**config.mk**
```make
export PLATFORM = sky130hd
export DESIGN_NAME = garage_input_cond
export DESIGN_NICKNAME = d
export VERILOG_FILES = /design/src/rtl/garage_input_cond.sv
export SDC_FILE = /design/constraint.sdc
export NUM_CORES = 1
export LEC_CHECK = 0
export CORE_MARGIN = 1
export CORE_UTILIZATION = 35
export CTS_CLUSTER_DIAMETER = 60
export CTS_CLUSTER_SIZE = 20
export DETAILED_ROUTE_END_ITERATION = 12
export HOLD_SLACK_MARGIN = 0.12
export PLACE_DENSITY_LB_ADDON = 0.3
export SETUP_SLACK_MARGIN = 0.05
export SYNTH_ARGS = -nofsm -noshare
export SYNTH_HDL_FRONTEND = slang
export SYNTH_SLANG_ARGS = --single-unit
```
**constraint.sdc**
```tcl
create_clock -name clk -period 2.9 [get_ports clk]
set_clock_uncertainty 0.05 [all_clocks]
set_input_delay 0.58 -clock clk [delete_from_list [all_inputs] [get_ports clk]]
set_output_delay 0.58 -clock clk [all_outputs]
set_load 0.01 [all_outputs]
```
**src/rtl/garage_input_cond.sv**
```systemverilog
// garage_input_cond: synchronizes and debounces the door button and limit switches,
// then turns debounced button presses into lockout-guarded single-cycle Activate pulses.
module garage_input_cond #(
    parameter int DB_CYCLES      = 4,
    parameter int CNT_W          = 8,
    parameter int LOCKOUT_CYCLES = 8,
    parameter int LOCK_W         = 8
) (
    input  logic clk,
    input  logic rst,
    input  logic btn_raw,
    input  logic up_sw_raw,
    input  logic dn_sw_raw,
    output logic Activate,
    output logic UP_Max,
    output logic DN_Max,
    output logic sw_fault
);
    localparam logic [CNT_W-1:0]  DB_LAST   = CNT_W'(DB_CYCLES - 1);
    localparam logic [LOCK_W-1:0] LOCK_LOAD = LOCK_W'(LOCKOUT_CYCLES);
    localparam logic [LOCK_W-1:0] LOCK_END  = LOCK_W'(1);

    typedef enum logic {READY, LOCKOUT} state_t;

    // bit 0 = button, bit 1 = upper limit, bit 2 = lower limit
    logic [2:0]        s1_q, s2_q, stb_q, stb_d;
    logic [CNT_W-1:0]  cnt_q [3];
    logic [CNT_W-1:0]  cnt_d [3];
    logic              btn_prev_q;
    logic              rise;
    state_t            state_q, state_d;
    logic [LOCK_W-1:0] lock_q, lock_d;

    always_comb begin
        stb_d = stb_q;
        for (int k = 0; k < 3; k++) begin
            cnt_d[k] = (s2_q[k] == stb_q[k] || cnt_q[k] == DB_LAST) ? '0 : cnt_q[k] + 1'b1;
            stb_d[k] = (s2_q[k] != stb_q[k] && cnt_q[k] == DB_LAST) ? s2_q[k] : stb_q[k];
        end
    end

    assign UP_Max   = stb_q[1];
    assign DN_Max   = stb_q[2];
    assign sw_fault = UP_Max & DN_Max;
    assign rise     = stb_q[0] & ~btn_prev_q;

    // An edge arriving while in LOCKOUT, including its final cycle, is dropped.
    always_comb begin
        state_d  = state_q;
        lock_d   = lock_q;
        Activate = 1'b0;
        if (state_q == READY) begin
            if (rise && !sw_fault) begin
                Activate = 1'b1;
                lock_d   = LOCK_LOAD;
                state_d  = LOCKOUT;
            end
        end else begin
            lock_d  = lock_q - 1'b1;
            state_d = (lock_q == LOCK_END) ? READY : LOCKOUT;
        end
    end

    always_ff @(posedge clk or negedge rst) begin
        if (!rst) begin
            s1_q       <= '0;
            s2_q       <= '0;
            stb_q      <= '0;
            for (int k = 0; k < 3; k++) cnt_q[k] <= '0;
            btn_prev_q <= 1'b0;
            state_q    <= READY;
            lock_q     <= '0;
        end else begin
            s1_q       <= {dn_sw_raw, up_sw_raw, btn_raw};
            s2_q       <= s1_q;
            stb_q      <= stb_d;
            for (int k = 0; k < 3; k++) cnt_q[k] <= cnt_d[k];
            btn_prev_q <= stb_q[0];
            state_q    <= state_d;
            lock_q     <= lock_d;
        end
    end
endmodule

```
==> results.sh, run 1 <==
export IMPL_status="completed"
export IMPL_cts_sinks=43
export IMPL_dr_first_iter_drc_count=54
export IMPL_num_vias=1275
export IMPL_powerDensity_mw_per_mm2=846
export IMPL_power_leakage_uw=0.000924
export IMPL_synth_seq_cells=43
export IMPL_arrival_ns=1.76
export IMPL_worst_pin_slew_ns=0.918
export IMPL_synth_fp_nets=181
export IMPL_cp_endpoint="Activate"
export IMPL_layout_drive_gt1_share_pct=11.3
export IMPL_cts_max_level=2
export IMPL_max_freq_ghz=0.418
export IMPL_path_cells="nand2_1 > inv_1 > nor3_1 > clkdlybuf4s50_1"
export IMPL_critPathKind="register to primary output"
export IMPL_yosys_warnings=0
export IMPL_die_x_um=76.9
export IMPL_clk_latency_ns=0.30
export IMPL_r2r_start="cnt_q[0]$_DFF_PN0_"
export IMPL_reg2reg_slack_ns=1.06
export IMPL_vias_per_cell=4.98
export IMPL_endpoint_kind="primary output"
export IMPL_cts_root_buffer="clkbuf_8"
export IMPL_met2_usage_pct=18.7
export IMPL_worst_setup_path_start_kind="register"
export IMPL_ys_seq_area_share_pct=54.7
export IMPL_async_flop_share_pct=100
export IMPL_ant_nets=0
export IMPL_fillers=523
export IMPL_io_buffers=8
export IMPL_cts_tree="done"
export IMPL_grt_pass1_vias=1273
export IMPL_ff_latch_area_mm2=0.00108
export IMPL_setup_viol=0
export IMPL_drt_total_wl_mm=3.10
export IMPL_synth_edf_count=0
export IMPL_synth_flop_cell="dfrtp_1"
export IMPL_crit_slowest_cell="clkdlybuf4s50_1"
export IMPL_setup_tns_ns=0
export IMPL_cts_buffers=5
export IMPL_syn_instance_count=171
export IMPL_setup_ws_ns=0.509
export IMPL_hp_class="register to register"
export IMPL_finalNetCount=195
export IMPL_num_rows=26
export IMPL_worstPathRequired_ns=2.27
export IMPL_critical_path_max_fanout=6
export IMPL_grt_pass1_wl_mm=5.78
export IMPL_syn_avg_cell_area_um2=11.5
export IMPL_first_pass_iters=4
export IMPL_cts_buffer_depth=2
export IMPL_grt_max_degree=44
export IMPL_grt_busiest_layer="met2"
export IMPL_r2r_end="cnt_q[4]$_DFF_PN0_"
export IMPL_core_area_mm2=0.00527
export IMPL_maxCapViolCount=0
export IMPL_slowest_delay_ns=0.58
export IMPL_drcViolationCount=0
export IMPL_slew_violations=0
export IMPL_holdBufCountCts=0
export IMPL_period_needed_ns=2.39
export IMPL_avgRoutedWirePerCell_um=12.1
export IMPL_gp_congestion=0.738
export IMPL_n_antenna_cell=0
export IMPL_start_util_pct=37.3
export IMPL_dpl_hpwl_mm=2.12
export IMPL_antenna_found_initial=0
export IMPL_ys_types=31
export IMPL_finalHoldViolCount=0
export IMPL_rsz0062_at_grt="no"
export IMPL_timing_final_crit_share_pct=82.5
export IMPL_ff2ff_path_depth=4
export IMPL_crit_start="stb_q[1]$_DFFE_PN0P_"
export IMPL_grt_util_met3_pct=4.17
export IMPL_multi_input_area_um2=856
export IMPL_path_clk_slew_ns=0.08
export IMPL_peakVddDrop_mv=0.335
export IMPL_cts_setup_buffers=0
export IMPL_io_pins=9
export IMPL_slew_headroom_pct=38.8
export IMPL_track_usage_pct=12.5
export IMPL_pre_cts_ws_ns=0.825
export IMPL_grt_util_met1_pct=16.1
export IMPL_chipHeight_um=76.9
export IMPL_cts_resized_gates=0
export IMPL_overflow=0
export IMPL_area_growth_pct=14.1
export IMPL_syn_area_mm2=0.00197
export IMPL_dieArea_mm2=0.00592
==> stage by stage <==
step / power, uW / utilization [%] / cell area [um2] / cells / hold WS [ns]
final: 1900 / 42.5 / 2240 / 256 / 0.303
after global routing: 2050 / 42.5 / 2240 / 256 / 0.319
after CTS: 1930 / 42.5 / 2240 / 256 / 0.306
after detailed placement: 1440 / 40.3 / 2120 / 248 / 0.290
after global placement: 1430 / 40.3 / 2120 / 248 / 0.288
after floorplan: 1270 / - / 1970 / 171 / 0.234
==> power breakdown <==
part / internal [uW] / switching, uW
combinational: 256 / 273
clock: 279 / 206
sequential: 738 / 145
==> cell type report <==
class | instances | share of cell area (%)
multi-input combinational | 119 | 38.2
tap | 70 | 3.91
inverter | 8 | 1.34
sequential | 43 | 48.0
clock buffer | 6 | 3.68
clock inverter | 2 | 1.56
timing repair buffer | 8 | 3.35
==> worst max-delay path: cells and delay by family, from the launching register on <==
kind	cells	cell delay, ns
simple gates	2	0.36
flops	1	0.42
buf+inv	2	0.69
==> cell usage in the layout (no fill, tap or decap), drive strengths merged, types with 6 or more instances in the layout <==
master,instances
a21oi,11
or3,10
nand2,8
inv,8
clkbuf,6
o21ai,11
nor2,16
dfrtp,43
xor2,9
nand3,9
clkdlybuf4s50,7
==> layer usage <==
layer / vias up / share of wire (%)
met2: 19 / 44
met4: 0 / 2.2
met5: - / 0
met3: 7 / 4.6
li1: 646 / -
met1: 603 / 49
==> registers in the layout (all words and copies together) (netlist names) <==
| register | flops |
|---|---|
| btn_prev_q | 1 |
| cnt_q | 24 |
| lock_q | 8 |
| s1_q | 3 |
| s2_q | 3 |
| state_q | 1 |
| stb_q | 3 |
==> cell families after synthesis <==
family / count (synthesis) / synth area share (%)
adders and majority gates: 5 / 3.18
buffers and inverters: 9 / 1.72
muxes: 7 / 3.82
AOI/OAI and AO/OA: 33 / 13.0
xor gates and xnor gates: 12 / 5.35
and+or+nand+nor: 62 / 18.2
DFF: 43 / 54.7
==> worst min path at each step <==
stage                      startpoint                    to  slack (ns)  cells past startpoint
floorplan                         rst  btn_prev_q$_DFF_PN0_        0.23                      0
global placement    s1_q[1]$_DFF_PN0_     s2_q[1]$_DFF_PN0_        0.29                      0
detailed placement  s1_q[1]$_DFF_PN0_     s2_q[1]$_DFF_PN0_        0.29                      0
CTS                 s1_q[1]$_DFF_PN0_     s2_q[1]$_DFF_PN0_        0.31                      0
global route        s1_q[1]$_DFF_PN0_     s2_q[1]$_DFF_PN0_        0.32                      0
finish              s1_q[1]$_DFF_PN0_     s2_q[1]$_DFF_PN0_        0.30                      0
==> synthesized netlist by cell type, types with 5 or more instances <==
| master | instances | area, um2 |
|---|---|---|
| a21oi_1 | 11 | 55.1 |
| dfrtp_1 | 43 | 1080 |
| ha_1 | 5 | 62.6 |
| inv_1 | 8 | 30.0 |
| nand2_1 | 8 | 30.0 |
| nand3_1 | 9 | 45.0 |
| nor2_1 | 16 | 60.1 |
| o21ai_0 | 11 | 55.1 |
| or3_1 | 10 | 62.6 |
| xor2_1 | 9 | 78.8 |
(Power assumes the default switching activity.)
==> inputs of run 2 (changes only) <==
Clock period 2.9 ns to 2.25 ns, I/O delays scaled along.
==> run 2 against run 1 <==
  * Power rose by 25%
  * Wire length rose by 0.58%
  * Core utilization rose by 0.36 points
  * Setup slack got worse by 0.29 ns
  * Die area did not move
  * Highest routed layer unchanged
  * Clock power rose by 11%
  * Sequential power rose by 28%
  * Register-to-register slack got worse by 0.67 ns
==> results.sh, run 2 (synthesis gave the netlist of run 1 again) <==
export IMPL_grt_pass1_wl_mm=5.74
export IMPL_io_pins=9
export IMPL_endpoint_kind="primary output"
export IMPL_arrival_ns=1.53
export IMPL_avgRoutedWirePerCell_um=12.0
export IMPL_die_x_um=76.9
export IMPL_overflow=0
export IMPL_critical_path_max_fanout=6
export IMPL_worstPathRequired_ns=1.75
export IMPL_n_antenna_cell=0
export IMPL_crit_start="stb_q[1]$_DFFE_PN0P_"
export IMPL_finalHoldViolCount=0
export IMPL_cts_tree="done"
export IMPL_critPathKind="register to primary output"
export IMPL_num_rows=26
export IMPL_cts_buffers=5
export IMPL_gp_congestion=0.739
export IMPL_first_pass_iters=4
export IMPL_area_growth_pct=15.0
export IMPL_peakVddDrop_mv=0.439
export IMPL_setup_tns_ns=0
export IMPL_fillers=512
export IMPL_track_usage_pct=12.4
export IMPL_dr_first_iter_drc_count=60
export IMPL_largest_reg_flops=24
export IMPL_io_buffers=8
export IMPL_slew_headroom_pct=64.5
export IMPL_drt_total_wl_mm=3.11
export IMPL_maxCapViolCount=0
export IMPL_status="completed"
export IMPL_cts_buffer_depth=2
export IMPL_dieArea_mm2=0.00592
export IMPL_finalNonFillerCells=259
export IMPL_grt_max_degree=25
export IMPL_top_regs="cnt_q x24, lock_q x8"
export IMPL_hp_class="register to register"
export IMPL_cts_root_buffer="clkbuf_8"
export IMPL_worst_pin_slew_ns=0.530
export IMPL_grt_pass1_vias=1273
export IMPL_start_util_pct=37.3
export IMPL_worst_hold_startpoint="s1_q[1]$_DFF_PN0_"
export IMPL_period_needed_ns=2.03
export IMPL_r2r_start="cnt_q[16]$_DFF_PN0_"
export IMPL_drcViolationCount=0
export IMPL_antenna_found_initial=0
export IMPL_setup_viol=0
export IMPL_power_leakage_uw=0.000937
export IMPL_placed_cells=250
export IMPL_timing_final_crit_share_pct=90.3
export IMPL_regMostFlops="cnt_q"
export IMPL_chipHeight_um=76.9
export IMPL_final_cell_mix="43 x dfrtp_1, 16 x nor2_1, 11 x o21ai_0, 11 x a21oi_1, 10 x or3_1"
export IMPL_rsz0062_at_grt="no"
export IMPL_cts_sinks=43
export IMPL_worst_setup_path_start_kind="register"
export IMPL_max_freq_ghz=0.492
export IMPL_finalNetCount=198
export IMPL_final_common_cell="dfrtp_1"
export IMPL_clk_latency_ns=0.29
export IMPL_core_area_mm2=0.00527
export IMPL_vias_per_cell=4.96
export IMPL_dpl_hpwl_mm=2.23
export IMPL_reg2reg_slack_ns=0.39
export IMPL_num_vias=1285
export IMPL_layout_drive_gt1_share_pct=11.6
export IMPL_cts_setup_buffers=0
export IMPL_ant_nets=0
export IMPL_powerDensity_mw_per_mm2=1050
export IMPL_cts_max_level=2
export IMPL_slew_violations=0
export IMPL_path_clk_slew_ns=0.08
## run 2: routing by layer
layer  wire length (um)  global-route usage (%)  share of wire (%)  vias to the layer above
li1                   -                       -                  -                      647
met1               1550                    15.7                 50                      620
met2               1380                    18.5                 44                       13
met3                124                    4.17                4.0                        5
met4                 61                    6.92                2.0                        0
met5                  0                       0                  0                        -
## run 2: path summary, 6_finish.rpt
kind | end | depth (start not counted)
max in group asynchronous | cnt_q[8]$_DFF_PN0_ | 3
min reg2reg | s2_q[1]$_DFF_PN0_ | 0
min in group asynchronous | lock_q[6]$_DFFE_PN0P_ | 2
max reg2reg | cnt_q[19]$_DFF_PN0_ | 4
max | sw_fault | 3
min | s2_q[1]$_DFF_PN0_ | 0
## run 2: worst max-delay path: stages (launching register included)
cell             delay, ns
dfrtp_1               0.40
nand2_1               0.10
inv_1                 0.17
clkdlybuf4s50_1       0.57
## run 2: where the power goes
part / switching [uW] / total [uW] / leakage [uW] / internal, uW
combinational: 370 / 710 / 0.000333 / 340
sequential: 176 / 1130 / 0.000552 / 952
clock: 258 / 538 / 0.0000515 / 280
## run 2: stage by stage
step           total power, uW  hold WS, ns  cell area [um2]  setup slack [ns]  utilization (%)
6_report                  2380        0.302             2260             0.217             42.9
5_1_grt                   2550        0.311             2260             0.125             42.9
4_1_cts                   2410        0.303             2260             0.195             42.9
3_5_place_dp              1870        0.285             2150             0.305             40.8
3_3_place_gp              1860        0.286             2150             0.357             40.8
2_1_floorplan             1640        0.104             1970             0.537                -
## run 2: area by class of cell
class | count | area, um2 | share of cell area (%)
inverters | 8 | 30.0 | 1.33
repair buffers | 11 | 111 | 4.93
well taps | 70 | 87.6 | 3.87
multi-input cells | 119 | 856 | 37.9
clock buffers | 8 | 100 | 4.43
flip-flops and latches | 43 | 1080 | 47.6
## run 2: what timing repair did
item | CTS | global route
endpoints found under the hold margin | 19 | 0
hold buffers | 1 | 0
endpoints found under the setup margin | 1 | 0
gates resized for setup | 1 | 0
